--- src/rtl/loader_pkg.sv ---
// Shared types for the download-to-SDRAM loader:
// FSM state enum, FIFO entry layout, strobe gap length.
package loader_pkg;

  typedef enum logic [2:0] {
    S_IDLE,
    S_ISSUE,
    S_ACK,
    S_DONE,
    S_GAP
  } loader_state_t;

  typedef struct packed {
    logic [24:0] addr;
    logic [7:0]  data;
  } entry_t;

  localparam int ENTRY_W    = $bits(entry_t);
  localparam int GAP_CYCLES = 2;

endpackage

--- src/rtl/sync_fifo.sv ---
// Single-clock FIFO with synchronous clear.
// Ports: clk, clr, push/wdata, pop/rdata (head), count, full, empty.
module sync_fifo #(
  parameter int WIDTH = 33,
  parameter int DEPTH = 4
) (
  input  logic                     clk,
  input  logic                     clr,
  input  logic                     push,
  input  logic [WIDTH-1:0]         wdata,
  input  logic                     pop,
  output logic [WIDTH-1:0]         rdata,
  output logic [$clog2(DEPTH):0]   count,
  output logic                     full,
  output logic                     empty
);

  localparam int AW = $clog2(DEPTH);

  logic [AW:0]      wr_ptr;
  logic [AW:0]      rd_ptr;
  logic [WIDTH-1:0] mem [DEPTH];

  always_ff @(posedge clk) begin
    if (clr) begin
      wr_ptr <= '0;
      rd_ptr <= '0;
    end else begin
      if (push) wr_ptr <= wr_ptr + (AW+1)'(1);
      if (pop)  rd_ptr <= rd_ptr + (AW+1)'(1);
    end
  end

  always_ff @(posedge clk) begin
    if (push) mem[wr_ptr[AW-1:0]] <= wdata;
  end

  assign rdata = mem[rd_ptr[AW-1:0]];
  assign count = wr_ptr - rd_ptr;
  assign full  = (count == (AW+1)'(DEPTH));
  assign empty = (wr_ptr == rd_ptr);

endmodule

--- src/rtl/ram_loader.sv ---
// Replays buffered download bytes as SDRAM misc-port writes,
// plus one read-back path.
// Ports: clk, init (sync reset); ioctl_* download stream;
// rd_req/rd_addr -> rd_data/rd_valid; busy, overflow;
// misc_* controller port (edge-triggered strobes, misc_ready).
module ram_loader
  import loader_pkg::*;
#(
  parameter int          FIFO_DEPTH = 4,
  parameter logic [24:0] ADDR_BASE  = 25'h0
) (
  input  logic        clk,
  input  logic        init,
  input  logic        ioctl_download,
  input  logic        ioctl_wr,
  input  logic [24:0] ioctl_addr,
  input  logic [7:0]  ioctl_dout,
  input  logic        rd_req,
  input  logic [24:0] rd_addr,
  output logic [7:0]  rd_data,
  output logic        rd_valid,
  output logic        busy,
  output logic        overflow,
  output logic [24:0] misc_addr,
  output logic [7:0]  misc_din,
  input  logic [7:0]  misc_dout,
  output logic        misc_rd,
  output logic        misc_we,
  input  logic        misc_ready
);

  localparam int AW = $clog2(FIFO_DEPTH);

  loader_state_t state, state_n;

  logic        kind, kind_n;
  logic [1:0]  gap_cnt, gap_n;
  logic        we_n, rd_n;
  logic [24:0] addr_n;
  logic [7:0]  din_n;
  logic [7:0]  rdata_n;
  logic        rvalid_n;
  logic        pop;
  logic        pend_clr;

  logic        rd_pend;
  logic [24:0] rd_pend_addr;
  logic        dl_q;

  entry_t      wr_entry;
  entry_t      head;
  logic [AW:0] fifo_count;
  logic        fifo_full;
  logic        fifo_empty;
  logic        push;
  logic        drop;

  // A full FIFO still takes a byte if the head leaves on the same edge.
  assign push = ioctl_wr && (!fifo_full || pop);
  assign drop = ioctl_wr && fifo_full && !pop;

  assign wr_entry.addr = ioctl_addr + ADDR_BASE;
  assign wr_entry.data = ioctl_dout;

  sync_fifo #(
    .WIDTH (ENTRY_W),
    .DEPTH (FIFO_DEPTH)
  ) u_fifo (
    .clk   (clk),
    .clr   (init),
    .push  (push),
    .wdata (wr_entry),
    .pop   (pop),
    .rdata (head),
    .count (fifo_count),
    .full  (fifo_full),
    .empty (fifo_empty)
  );

  assign busy = (fifo_count != '0)
             || (state != S_IDLE)
             || rd_pend;

  // kind: 0 = write, 1 = read
  always_comb begin
    state_n  = state;
    kind_n   = kind;
    gap_n    = gap_cnt;
    we_n     = misc_we;
    rd_n     = misc_rd;
    addr_n   = misc_addr;
    din_n    = misc_din;
    rdata_n  = rd_data;
    rvalid_n = 1'b0;
    pop      = 1'b0;
    pend_clr = 1'b0;
    unique case (state)
      S_IDLE: begin
        if (!fifo_empty) begin
          pop     = 1'b1;
          addr_n  = head.addr;
          din_n   = head.data;
          kind_n  = 1'b0;
          state_n = S_ISSUE;
        end else if (rd_pend) begin
          addr_n   = rd_pend_addr;
          pend_clr = 1'b1;
          kind_n   = 1'b1;
          state_n  = S_ISSUE;
        end
      end
      S_ISSUE: begin
        we_n    = !kind;
        rd_n    = kind;
        state_n = S_ACK;
      end
      // misc_ready is registered in the controller; it is still
      // high here from the previous transaction.
      S_ACK: state_n = S_DONE;
      S_DONE: begin
        if (misc_ready) begin
          we_n    = 1'b0;
          rd_n    = 1'b0;
          gap_n   = 2'(GAP_CYCLES - 1);
          state_n = S_GAP;
          if (kind) begin
            rdata_n  = misc_dout;
            rvalid_n = 1'b1;
          end
        end
      end
      S_GAP: begin
        if (gap_cnt == '0) state_n = S_IDLE;
        else gap_n = gap_cnt - 2'd1;
      end
      default: state_n = S_IDLE;
    endcase
  end

  always_ff @(posedge clk) begin
    if (init) begin
      state     <= S_IDLE;
      kind      <= 1'b0;
      gap_cnt   <= '0;
      misc_we   <= 1'b0;
      misc_rd   <= 1'b0;
      misc_addr <= '0;
      misc_din  <= '0;
      rd_data   <= '0;
      rd_valid  <= 1'b0;
    end else begin
      state     <= state_n;
      kind      <= kind_n;
      gap_cnt   <= gap_n;
      misc_we   <= we_n;
      misc_rd   <= rd_n;
      misc_addr <= addr_n;
      misc_din  <= din_n;
      rd_data   <= rdata_n;
      rd_valid  <= rvalid_n;
    end
  end

  // A request colliding with the IDLE pick-up sees rd_pend=1
  // and is dropped.
  always_ff @(posedge clk) begin
    if (init) begin
      rd_pend      <= 1'b0;
      rd_pend_addr <= '0;
    end else if (pend_clr) begin
      rd_pend <= 1'b0;
    end else if (rd_req && !rd_pend) begin
      rd_pend      <= 1'b1;
      rd_pend_addr <= rd_addr;
    end
  end

  always_ff @(posedge clk) begin
    if (init) begin
      overflow <= 1'b0;
      dl_q     <= 1'b0;
    end else begin
      dl_q <= ioctl_download;
      if (drop)
        overflow <= 1'b1;
      else if (ioctl_download && !dl_q)
        overflow <= 1'b0;
    end
  end

endmodule

--- config.mk ---
export PLATFORM = sky130hd
export DESIGN_NAME = ram_loader
export DESIGN_NICKNAME = d
export VERILOG_FILES = /design/src/rtl/loader_pkg.sv /design/src/rtl/sync_fifo.sv /design/src/rtl/ram_loader.sv
export SDC_FILE = /design/constraint.sdc
export NUM_CORES = 1
export LEC_CHECK = 0
export CAP_MARGIN = 20
export CORE_MARGIN = 1
export CORE_UTILIZATION = 44
export DETAILED_ROUTE_END_ITERATION = 10
export PLACE_DENSITY = 0.66
export RECOVER_POWER = 50
export SLEW_MARGIN = 30
export SYNTH_ARGS = -nofsm -noshare
export SYNTH_HDL_FRONTEND = slang
export SYNTH_HIERARCHICAL = 1
export SYNTH_SLANG_ARGS = --single-unit
--- constraint.sdc ---
create_clock -name clk -period 4.65 [get_ports clk]
set_input_delay 1.395 -clock clk [delete_from_list [all_inputs] [get_ports clk]]
set_output_delay 1.395 -clock clk [all_outputs]
set_load 0.02 [all_outputs]
**Word-level counts from Yosys, hierarchy flattened**

Memory sizes are Yosys's and may differ from the RTL's. A register that Yosys moved wholly into a read port is not among the register bits.
Cells that the tools add are included.

- Reductions and logical operators: 29
- Bitwise operators: 4
- Add/subtract/negate cells: 4
- Muxes and demuxes: 27
- Equal/unequal tests: 11

Operators with widths:

| cell | number |
|---|---|
| $mux 25 | 2 |
| $pmux 3 s5 | 1 |
| $mux 1 | 13 |
| $mux 3 | 4 |
| $reduce_and 3->1 | 3 |
| $mux 2 | 4 |
| $ne 2x2->1 const B | 4 |
| $reduce_and 2->1 | 4 |
| $add 3x1->3 const B | 2 |
| $eq 3x2->1 const B | 2 |
| $eq 3x3->1 const B | 2 |
| $reduce_bool 2->1 | 3 |
| $reduce_bool 3->1 | 2 |
| $logic_and 1x1->1 | 5 |
| $logic_not 1->1 | 5 |
| $not 1->1 | 4 |
| $pmux 1 s2 | 2 |
| $pmux 2 s2 | 1 |
| $eq 3x1->1 const B | 1 |
| $eq 3x3->1 | 1 |
| $logic_not 3->1 | 1 |
| $logic_or 1x1->1 | 3 |
| $ne 3x3->1 const B | 1 |
| $reduce_or 3->1 | 1 |
| 4 further kinds | 4 |

- Bits in writable memories: 132
- Logic and storage cells: 91
- Output and inout bits: 46
- Register bits: 84
- Memories: 1

Memories:

| memory | depth | width | rd ports | clocked after memory_dff | write ports | RTL line | source |
|---|---|---|---|---|---|---|---|
| u_fifo.mem | 4 | 33 | 1 | 1 | 1 | sync_fifo.sv:22 | `logic [WIDTH-1:0] mem [DEPTH];` |

**Depth between registers and ports, before layout**

Gate-level depths: netlist (run 1).

- Depth in word-level cells: 7
- Depth in mapped cells: 10
- Mapped depth without buffers: 9

**By module**

The synthesis (run 1) kept the hierarchy.

By module, submodules not included:

| module | cells each | times used | area an instance (um^2) |
|---|---|---|---|
| sync_fifo | 220 | 1 | 5,275.1 |
| ram_loader | 352 | 1 | 3,320.7 |

**Least setup slack after synthesis (run 1)**

OpenSTA, ideal clock, no wires.

- Path type: register to register
- From: reg u_fifo.wr_ptr[0]
- To: mem u_fifo.mem[3][0] (enable)
- Library setup time: 0.393 ns
- Cell stages (with the launch flop): 10
- Path buffers: 3
- Path slack: 1.298 ns
- Clock period less this slack: 3.352 ns
- Arrival time: 2.959 ns
- Cell sequence: dfxtp_1 -> inv_1 -> ha_1 -> and3_1 -> buf_6 -> or4_4 -> buf_6 -> a21boi_2 -> clkbuf_1 -> and2_1

- Cells in the longest elaborated chain, start to end: 7

RTL lines:

| item | RTL line | source |
|---|---|---|
| from (decl) | sync_fifo.sv:20 | `logic [AW:0] wr_ptr;` |
| from (signal assigned) | sync_fifo.sv:29 | `if (push) wr_ptr <= wr_ptr + (AW+1)'(1);` |
| $eq 3x3->1 | sync_fifo.sv:41 | `assign empty = (wr_ptr == rd_ptr);` |
| net fifo_empty | ram_loader.sv:54 | `logic fifo_empty;` |
| $mux 1 | ram_loader.sv:99 | `if (!fifo_empty) begin` |
| $mux 1 | ram_loader.sv:97 | `unique case (state)` |
| $logic_or 1x1->1 | ram_loader.sv:59 | `assign push = ioctl_wr && (!fifo_full \|\| pop);` |
| $logic_and 1x1->1 | ram_loader.sv:59 |  |
| net push | ram_loader.sv:55 | `logic push;` |
| $mux 1 | sync_fifo.sv:35 | `if (push) mem[wr_ptr[AW-1:0]] <= wdata;` |
| $mux 1 (not written as such) | sync_fifo.sv:35 |  |
| to (decl) | sync_fifo.sv:22 |  |

The timed path passes the listed nets, and every way through them passes these cells.

**Worst setup path in the final report (run 1)**

- From: reg u_fifo.wr_ptr[0]
- To: out busy

- Cells in the longest elaborated chain, start to end: 4

RTL lines:

| item | RTL line | source |
|---|---|---|
| $sub 3x3->3 | sync_fifo.sv:39 | `assign count = wr_ptr - rd_ptr;` |
| net fifo_count[2] | ram_loader.sv:52 | `logic [AW:0] fifo_count;` |
| $reduce_bool 3->1 | ram_loader.sv:80 | `assign busy = (fifo_count != '0)` |
| $logic_or 1x1->1 | ram_loader.sv:81 | `\|\| (state != S_IDLE)` |
| $logic_or 1x1->1 | ram_loader.sv:82 | `\|\| rd_pend;` |
| to (decl) | ram_loader.sv:22 | `output logic busy,` |

The timed path passes the listed nets, and every way through them passes these cells.

==> results of run 1 <==
## per-stage QoR
stage                util  hold slack, ns
finish              0.556           0.455
global route        0.556           0.477
CTS                 0.557           0.455
detailed placement  0.521           0.446
global placement    0.521           0.442
floorplan               -           0.436
## kinds of logic (layout without fill, tap and decap cells)
| logic type | after synthesis | after routing | synth area share |
|---|---|---|---|
| flip-flops | 218 | 218 | 0.661 |
| buffers and inverters | 48 | 174 | 0.0376 |
| XOR/XNOR | 4 | 4 | 0.00408 |
| AO/OA/AOI/OAI | 103 | 103 | 0.0828 |
| adder cells (fa/ha/maj) | 9 | 9 | 0.0140 |
| AND/OR/NAND/NOR | 121 | 121 | 0.0705 |
| multiplexers | 69 | 69 | 0.130 |
## layer usage
| layer | track usage | vias to the layer above | share of wire |
|---|---|---|---|
| li1 | - | 2351 | - |
| met1 | 0.235 | 2473 | 0.42 |
| met2 | 0.323 | 123 | 0.51 |
| met3 | 0.0304 | 21 | 0.053 |
| met4 | 0.0509 | 0 | 0.016 |
| met5 | 0 | - | 0 |
## layout make-up
type | count | area (um2)
fill | 1517 | 8420
sequential | 218 | 5690
multi-input combinational | 306 | 2590
timing repair buffer | 124 | 1220
clock buffer | 30 | 623
tap | 260 | 325
clock inverter | 11 | 53.8
inverter | 9 | 38.8
## worst reg2reg max path: stages (launching register included)
cell and delay, ns:
dfxtp_1 0.39, inv_1 0.11, ha_1 0.35, and3_2 0.20
buf_4 0.29, nand2b_1 0.97, and2_1 1.29, a211oi_2 0.20
## Yosys cell counts (2+ instances only)
cell type	n
buf_4	4
buf_2	11
inv_1	8
xnor2_1	3
mux4_1	3
a211oi_2	20
nand2b_1	18
edfxtp_1	132
a211oi_1	5
nor2_1	10
a21oi_1	65
ha_1	8
nand2_1	67
mux4_2	30
mux2i_1	36
or3b_2	2
nand3b_1	3
and2_1	5
a21bo_2	2
clkbuf_1	13
nor2b_1	3
buf_12	3
buf_6	8
dfxtp_1	86
o21ai_0	4
## flip-flops by register name, summed over array words and instances (netlist names), named ones only
signal	cells
dl_q	1
gap_cnt	2
kind	1
misc_addr	25
misc_din	8
misc_rd	1
misc_we	1
overflow	1
rd_data	8
rd_pend	1
rd_pend_addr	25
rd_valid	1
state	3
u_fifo/mem	132
u_fifo/rd_ptr	3
u_fifo/wr_ptr	3
## report_power, final
part	total, mW	internal (mW)	switching [mW]
clock	1.64	0.941	0.702
sequential	2.55	2.37	0.180
combinational	1.88	0.833	1.05
## path summary, 6_finish.rpt
| path | start | to | cells past startpoint |
|---|---|---|---|
| worst max-delay path | u_fifo/wr_ptr[0]$_SDFFE_PP0P_ | busy | 8 |
| worst min-delay path | misc_din[7]$_SDFFE_PP0P_ | misc_din[7]$_SDFFE_PP0P_ | 2 |
| worst max register to register | u_fifo/wr_ptr[0]$_SDFFE_PP0P_ | misc_addr[0]$_SDFFE_PP0P_ | 7 |
| worst min register to register | misc_din[7]$_SDFFE_PP0P_ | misc_din[7]$_SDFFE_PP0P_ | 2 |
==> key figures, run 1 <==
Clocking
  • Post-CTS Resized: 0
  • Clock Tree Buf Depth: 3
  • Clk_lat worst skew: 0.50 ns
  • Cts hold-fix bufs: 0
  • Root Driver: clkbuf_16
  • CTS tree: done
  • Num CTS Buffers: 23
  • Post CTS Setup Buffer Count: 0
  • Sink Count: 218
  • Clock transition at the registers of the reported paths: 0.06 ns
  • Max H-tree Level: 1

Logic synthesis
  • Yosys warnings: 6
  • Synth top area cells: edfxtp_1 46%, dfxtp_1 20%, mux4_2 7.9%
  • EDFF count, synth: 132
  • Synth Cell Area: 8600 um2
  • Commonest register cell after synthesis: edfxtp_1
  • Synth Register Bits: 218
  • Ys async rst share: 0
  • Mean Syn Cell Area: 15.0 um2
  • Gate count after technology mapping: 572
  • Yosys cell types: 48
  • Syn_nets: 653
  • Register area share after synthesis: 0.661
  • Biggest area consumer among synthesized cells: edfxtp_1
  • Yosys top cell area share: 0.461

Timing
  • Skew final: 0.0126 ns
  • Worst Tran Pin Value: 1.98 ns
  • Final setup TNS: 0 ns
  • Max Freq: 246 MHz
  • Slew HR: -0.320
  • Slew Limit Fails: 120
  • Final worst-path cycle share: 0.873
  • Final hold viol count: 0
  • Count of final setup violators: 0
  • RSZ-0062 raised after global routing: false
  • Final WS setup: 0.590 ns
  • Tmin final: 4.06 ns

Flow run
  • Max-cap viol count: 2

Setup path
  • Setup CP Type: register to output pin
  • Slowest-stage cell, CP: clkdlybuf4s50_1
  • Reg2reg setup slack: 0.65 ns
  • Crit Path Max Fanout: 4
  • Critical Path Sink Type: output pin
  • Crit-path most repeated cell: inv_1
  • Crit path arrival time: 2.66 ns
  • Buf+Inv Stages, Crit Path: 3
  • Cell Chain, Critical Path: inv_1, ha_1, inv_1, fa_1, xor2_1, nor4_1, nand2_1, clkdlybuf4s50_1
  • WP data required: 3.25 ns
  • CP startpoint kind: register
  • CP top delay family: buffers and inverters
  • CP peak stage delay: 0.55 ns

Cells and area
  • Share of cells above drive strength 1: 0.152
  • Ant diodes: 0
  • Synthesis-to-layout area growth: 22.6%
  • Fin nets: 763
  • Commonest non-fill, non-tap cell in the layout: edfxtp_1
  • Most frequent cells in the layout: 132 x edfxtp_1, 84 x dfxtp_1, 83 x clkdlybuf4s50_1, 67 x nand2_1, 65 x a21oi_1
  • Non-Filler Instances: 958
  • Post-route cell area: 10,500 um2

Global route
  • Initial antenna violation count: 0
  • Overall Global Routing Usage: 0.184
  • Grt ovf: 0
  • Largest net degree at the start of global routing: 94
  • Vias in the first global route: 5,245
  • First-pass GRT wire length: 28,100 um

Routing
  • Routed WL per cell: 18.6 um
  • DRC: 0
  • Vias post-DR: 4,968
  • Vias per std cell: 5.19
  • Routed wire length: 17,800 um
  • Routed Antenna Nets: 0
  • Iteration-0 DRC count of the detailed router: 259
  • 1st-pass router iterations: 4

Floorplanning
  • Initial Utilization: 0.453
  • Die Width: 142 um
  • Die area: 20,100 um2
  • Row Count: 50
  • IO Count: 118
  • Die H: 142 um
  • CORE AREA: 19,000 um2

Power and ir drop
  • Max VDD drop: 252 uV
  • Tot Pwr: 6.07 mW
  • P per Cell Area: 576 nW/um2
  • Pleak: 3.56 nW

Placement
  • Port bufs: 117
  • Pre-CTS WS: 1.10 ns
  • Area post-placement: 9880 um2
  • Placed instance count: 917
  • Placer Congestion: 0.695
  • Dpl hpwl: 11,400 um

Run status
  • Failing checks: capacitance limit, slew limit
  • Outcome: finished with violations

Worst hold path
  • Min-Delay Path Class: register to register
No activity file was read; power rests on OpenSTA's default activity.
==> run 2, diff against run 1 <==
Settings changed: CTS_CLUSTER_DIAMETER from default to 30.
==> key figures, run 2 (synthesis results as in run 1) <==
Global route
  • Vias in the first global route: 5,451
  • Initial antenna violation count: 0
  • Largest net degree at the start of global routing: 94
  • Overall Global Routing Usage: 0.188
  • First-pass GRT wire length: 28,500 um
  • Grt ovf: 0

Routing
  • Vias post-DR: 5,144
  • 1st-pass router iterations: 4
  • DRC: 0
  • Routed Antenna Nets: 0
  • Iteration-0 DRC count of the detailed router: 279
  • Routed WL per cell: 18.6 um
  • Vias per std cell: 5.23
  • Routed wire length: 18,300 um

Power and ir drop
  • Pleak: 3.84 nW
  • P per Cell Area: 643 nW/um2
  • Max VDD drop: 277 uV
  • Tot Pwr: 7.16 mW

Cells and area
  • Max reg flops: 132
  • FILL cells: 1,466
  • Post-route cell area: 11,100 um2
  • Area occupied by registers: 5690 um2
  • Share of cells above drive strength 1: 0.188
  • Most frequent cells in the layout: 132 x edfxtp_1, 84 x dfxtp_1, 83 x clkdlybuf4s50_1, 67 x nand2_1, 65 x a21oi_1
  • Synthesis-to-layout area growth: 29.5%
  • Commonest non-fill, non-tap cell in the layout: edfxtp_1
  • Ant diodes: 0
  • Multi-input logic area: 2590 um2
  • Fin nets: 777

Setup path
  • Worst Setup EP: busy
  • Crit-path most repeated cell: inv_1
  • CP startpoint: u_fifo/wr_ptr[0]$_SDFFE_PP0P_
  • Reg2reg setup slack: 0.62 ns
  • Critical Path Sink Type: output pin
  • CP peak stage delay: 0.55 ns
  • RR Endpoint: misc_addr[2]$_SDFFE_PP0P_
  • Setup CP Type: register to output pin
  • CP startpoint kind: register
  • R2R cell count: 7
  • Crit Path Max Fanout: 4
  • Crit path arrival time: 2.65 ns
  • Reg2reg start: u_fifo/wr_ptr[0]$_SDFFE_PP0P_
  • Slowest-stage cell, CP: clkdlybuf4s50_1
  • WP data required: 3.25 ns
  • Cell Chain, Critical Path: inv_1, ha_1, inv_1, fa_1, xor2_1, nor4_1, nand2_1, clkdlybuf4s50_1

Worst hold path
  • Min-Delay Path Class: register to register

Clocking
  • Num CTS Buffers: 37
  • Max H-tree Level: 2
  • CTS tree: done
  • Root Driver: clkbuf_16
  • Post-CTS Resized: 0
  • Clk_lat worst skew: 0.51 ns
  • Clock transition at the registers of the reported paths: 0.05 ns
  • Cts hold-fix bufs: 0
  • Sink Count: 218
  • Clock Tree Buf Depth: 3
  • Post CTS Setup Buffer Count: 0

Placement
  • Area post-placement: 9880 um2
  • Port bufs: 117
  • Placer Congestion: 0.695
  • Pre-CTS WS: 1.10 ns
  • Dpl hpwl: 11,400 um

Run status
  • Failing checks: capacitance limit, slew limit
  • Outcome: finished with violations

Timing
  • Slew Limit Fails: 120
  • Max Freq: 247 MHz
  • Final WS setup: 0.605 ns
  • Worst Tran Pin Value: 2.03 ns
  • Count of final setup violators: 0
  • RSZ-0062 raised after global routing: false
  • Final worst-path cycle share: 0.870
  • Final hold viol count: 0
  • Final setup TNS: 0 ns
  • Tmin final: 4.05 ns
  • Skew final: 0.0208 ns
  • Slew HR: -0.352
  • Worst hold slack: 0.452 ns

Floorplanning
  • Die area: 20,100 um2
  • Initial Utilization: 0.453
  • Die H: 142 um
  • IO Count: 118
  • Die Width: 142 um
  • Row Count: 50
  • CORE AREA: 19,000 um2

Flow run
  • Max-cap viol count: 2
==> run 2: cell types whose count changed in the layout (fill, tap and decap cells not counted), sizes merged <==
cell | before | now
inv | 8 | 11
bufinv | 0 | 5
clkinvlp | 2 | 6
clkbuf | 31 | 44
clkinv | 10 | 11
==> run 2: area by class of cell <==
type	instances	share of cell area
timing repair buffer	124	0.110
sequential	218	0.511
inverter	9	0.00349
clock inverter	24	0.0239
multi-input combinational	306	0.233
clock buffer	43	0.0899
tap	260	0.0292
==> run 2: worst min path at each step <==
stage                                            start                      endpoint  slack (ns)  depth (start not counted)
after floorplan           rd_pend_addr[0]$_SDFFE_PP0P_  rd_pend_addr[0]$_SDFFE_PP0P_        0.44                          2
after global placement    rd_pend_addr[5]$_SDFFE_PP0P_  rd_pend_addr[5]$_SDFFE_PP0P_        0.44                          2
after detailed placement      misc_din[7]$_SDFFE_PP0P_      misc_din[7]$_SDFFE_PP0P_        0.45                          2
after CTS                     misc_din[7]$_SDFFE_PP0P_      misc_din[7]$_SDFFE_PP0P_        0.45                          2
after global routing          misc_din[7]$_SDFFE_PP0P_      misc_din[7]$_SDFFE_PP0P_        0.48                          2
final                         misc_din[7]$_SDFFE_PP0P_      misc_din[7]$_SDFFE_PP0P_        0.45                          2
==> run 2: stage by stage <==
| stage | std cells | util |
|---|---|---|
| after floorplan | 572 | - |
| after global routing | 984 | 0.587 |
| after global placement | 917 | 0.521 |
| final | 984 | 0.587 |
| after CTS | 984 | 0.588 |
| after detailed placement | 917 | 0.521 |
==> run 2: worst max-delay path: cells and delay by family (launching register included) <==
family        cells  cell delay, ns
xor+xnor          1            0.18
fa+ha+maj         2            0.62
buf+inv           3            0.72
flops             1            0.35
simple gates      2            0.29
==> run 2: where the power goes <==
part | internal [mW] | switching (mW)
logic | 0.833 | 1.05
clock network | 1.82 | 0.898
registers | 2.37 | 0.182
==> run 2: layer usage <==
metal	up-vias	track usage	wire length [um]
met1	2578	0.227	7640
met5	-	0	0
li1	2386	-	-
met4	0	0.0889	552
met3	42	0.0331	842
met2	138	0.326	9230
==> run 3, diff against run 2 <==
Settings changed: CELL_PAD_IN_SITES_DETAIL_PLACEMENT from default to 0, CELL_PAD_IN_SITES_GLOBAL_PLACEMENT from default to 1, CORE_MARGIN 1 to 2, GPL_TIMING_DRIVEN from default to 0, PLACE_DENSITY 0.66 to default, PLACE_DENSITY_LB_ADDON from default to 0.1.
==> key figures, run 3 (synthesis results as in run 1) <==
Run status
  • Outcome: completed

Routing
  • Routed WL per cell: 18.6 um
  • Vias post-DR: 5,273
  • Vias per std cell: 5.08
  • Iteration-0 DRC count of the detailed router: 222
  • 1st-pass router iterations: 4
  • DRC: 0
  • Routed wire length: 19,300 um
  • Routed Antenna Nets: 0

Cells and area
  • Synthesis-to-layout area growth: 34.6%
  • Most frequent cells in the layout: 132 x edfxtp_1, 86 x dfxtp_1, 76 x dlygate4sd3_1, 67 x nand2_1, 65 x a21oi_1
  • Fin nets: 816
  • Commonest non-fill, non-tap cell in the layout: edfxtp_1
  • Share of cells above drive strength 1: 0.196
  • FILL cells: 1,542
  • Max reg flops: 132

Global route
  • Vias in the first global route: 5,550
  • Initial antenna violation count: 1
  • Grt ovf: 0
  • First-pass GRT wire length: 29,800 um
  • Largest net degree at the start of global routing: 34
  • Overall Global Routing Usage: 0.193

Floorplanning
  • Die Width: 144 um
  • Row Count: 51
  • IO Count: 118
  • Die area: 20,700 um2
  • Initial Utilization: 0.445
  • Die H: 144 um
  • CORE AREA: 19,300 um2

Placement
  • Placer Congestion: 0.740
  • Dpl hpwl: 12,100 um
  • Port bufs: 117

Worst hold path
  • Min-Delay Path Class: register to register

Power and ir drop
  • Pleak: 4.17 nW
  • Sequential Power Share: 0.327
  • Sw Pwr: 2.23 mW
  • Clk pwr share: 0.407
  • Power Internal: 5.41 mW
  • P per Cell Area: 661 nW/um2
  • Sw Share: 0.292
  • Max VDD drop: 388 uV
  • Tot Pwr: 7.65 mW
  • Combinational share of power: 0.266

Clocking
  • Clk_lat worst skew: 0.52 ns
  • Post-CTS Resized: 0
  • Num CTS Buffers: 44
  • Root Driver: clkbuf_16
  • Max H-tree Level: 2
  • Clock transition at the registers of the reported paths: 0.04 ns
  • Sink Count: 218
  • Clock Tree Buf Depth: 3
  • Post CTS Setup Buffer Count: 0
  • Cts hold-fix bufs: 0
  • CTS tree: done

Timing
  • RSZ-0062 raised after global routing: false
  • Count of final setup violators: 0
  • Tmin final: 4.08 ns
  • Max Freq: 245 MHz
  • Slew Limit Fails: 0
  • Skew final: 0.0210 ns
  • Worst Tran Pin Value: 0.863 ns
  • Worst hold slack: 0.452 ns
  • Final hold viol count: 0
  • Slew HR: 0.425
  • Final worst-path cycle share: 0.877
  • Final setup TNS: 0 ns

Setup path
  • Cell Chain, Critical Path: inv_1, ha_1, inv_1, fa_1, xor2_1, nor4_1, nand2_1, clkdlybuf4s50_1
  • Setup CP Type: register to output pin
  • Critical Path Sink Type: output pin
  • CP top delay family: buffers and inverters
  • Buf+Inv Stages, Crit Path: 3
  • Slowest-stage cell, CP: clkdlybuf4s50_1
  • Crit Path Max Fanout: 4
  • CP peak stage delay: 0.55 ns
  • WP data required: 3.25 ns
  • CP startpoint kind: register
  • Crit path arrival time: 2.68 ns
  • Crit-path most repeated cell: inv_1

Flow run
  • Max-cap viol count: 0
-- run 3: per-layer routing --
layer | GRT usage | vias to the layer above | routed length [um]
li1 | - | 2484 | -
met1 | 0.248 | 2604 | 8580
met2 | 0.323 | 144 | 9310
met3 | 0.0383 | 41 | 945
met4 | 0.0728 | 0 | 481
met5 | 0 | - | 0
-- run 3: worst paths after layout --
| path | start | endpoint | slack, ns | cells after the start |
|---|---|---|---|---|
| max | u_fifo/wr_ptr[0]$_SDFFE_PP0P_ | busy | 0.57 | 8 |
| min | rd_pend_addr[9]$_SDFFE_PP0P_ | rd_pend_addr[9]$_SDFFE_PP0P_ | 0.45 | 2 |
| max reg2reg | u_fifo/wr_ptr[0]$_SDFFE_PP0P_ | u_fifo/mem[2][19]$_DFFE_PP_ | 0.75 | 9 |
| min reg2reg | rd_pend_addr[9]$_SDFFE_PP0P_ | rd_pend_addr[9]$_SDFFE_PP0P_ | 0.45 | 2 |
-- run 3: worst min-delay path, stage by stage, from the launching register on --
cell     delay, ns
dfxtp_1       0.30
nand2_1       0.05
a21oi_1       0.05
-- run 3: area by class of cell --
cell class                 count  area (um2)  area share
antenna                        1        2.50    0.000216
buffer                        39         253      0.0218
clock buffer                  63        1260       0.109
clock inverter                19         234      0.0202
inverter                       9        35.0     0.00303
multi-input combinational    306        2590       0.224
sequential                   218        5690       0.491
tap                          265         332      0.0287
timing repair buffer         117        1170       0.101
-- run 3: per-stage QoR --
step / worst slack [ns] / std cells / instance area (um2) / util
global placement: 0.306 / 954 / 10100 / 0.522
global route: 0.389 / 1036 / 11600 / 0.598
detailed placement: 1.03 / 954 / 10100 / 0.523
finish: 0.571 / 1037 / 11600 / 0.598
CTS: 0.538 / 1036 / 11600 / 0.600
floorplan: 1.30 / 572 / 8600 / -
-- run 3: power groups by stage --
| stage | Combinational [mW] | Sequential [mW] | Clock, mW |
|---|---|---|---|
| finish | 2.03 | 2.50 | 3.11 |
| global route | 2.22 | 2.53 | 3.25 |
| CTS | 2.17 | 2.51 | 3.16 |
| detailed placement | 2.16 | 2.54 | 0 |
| global placement | 2.12 | 2.54 | 0 |
| floorplan | 1.37 | 2.63 | 0 |
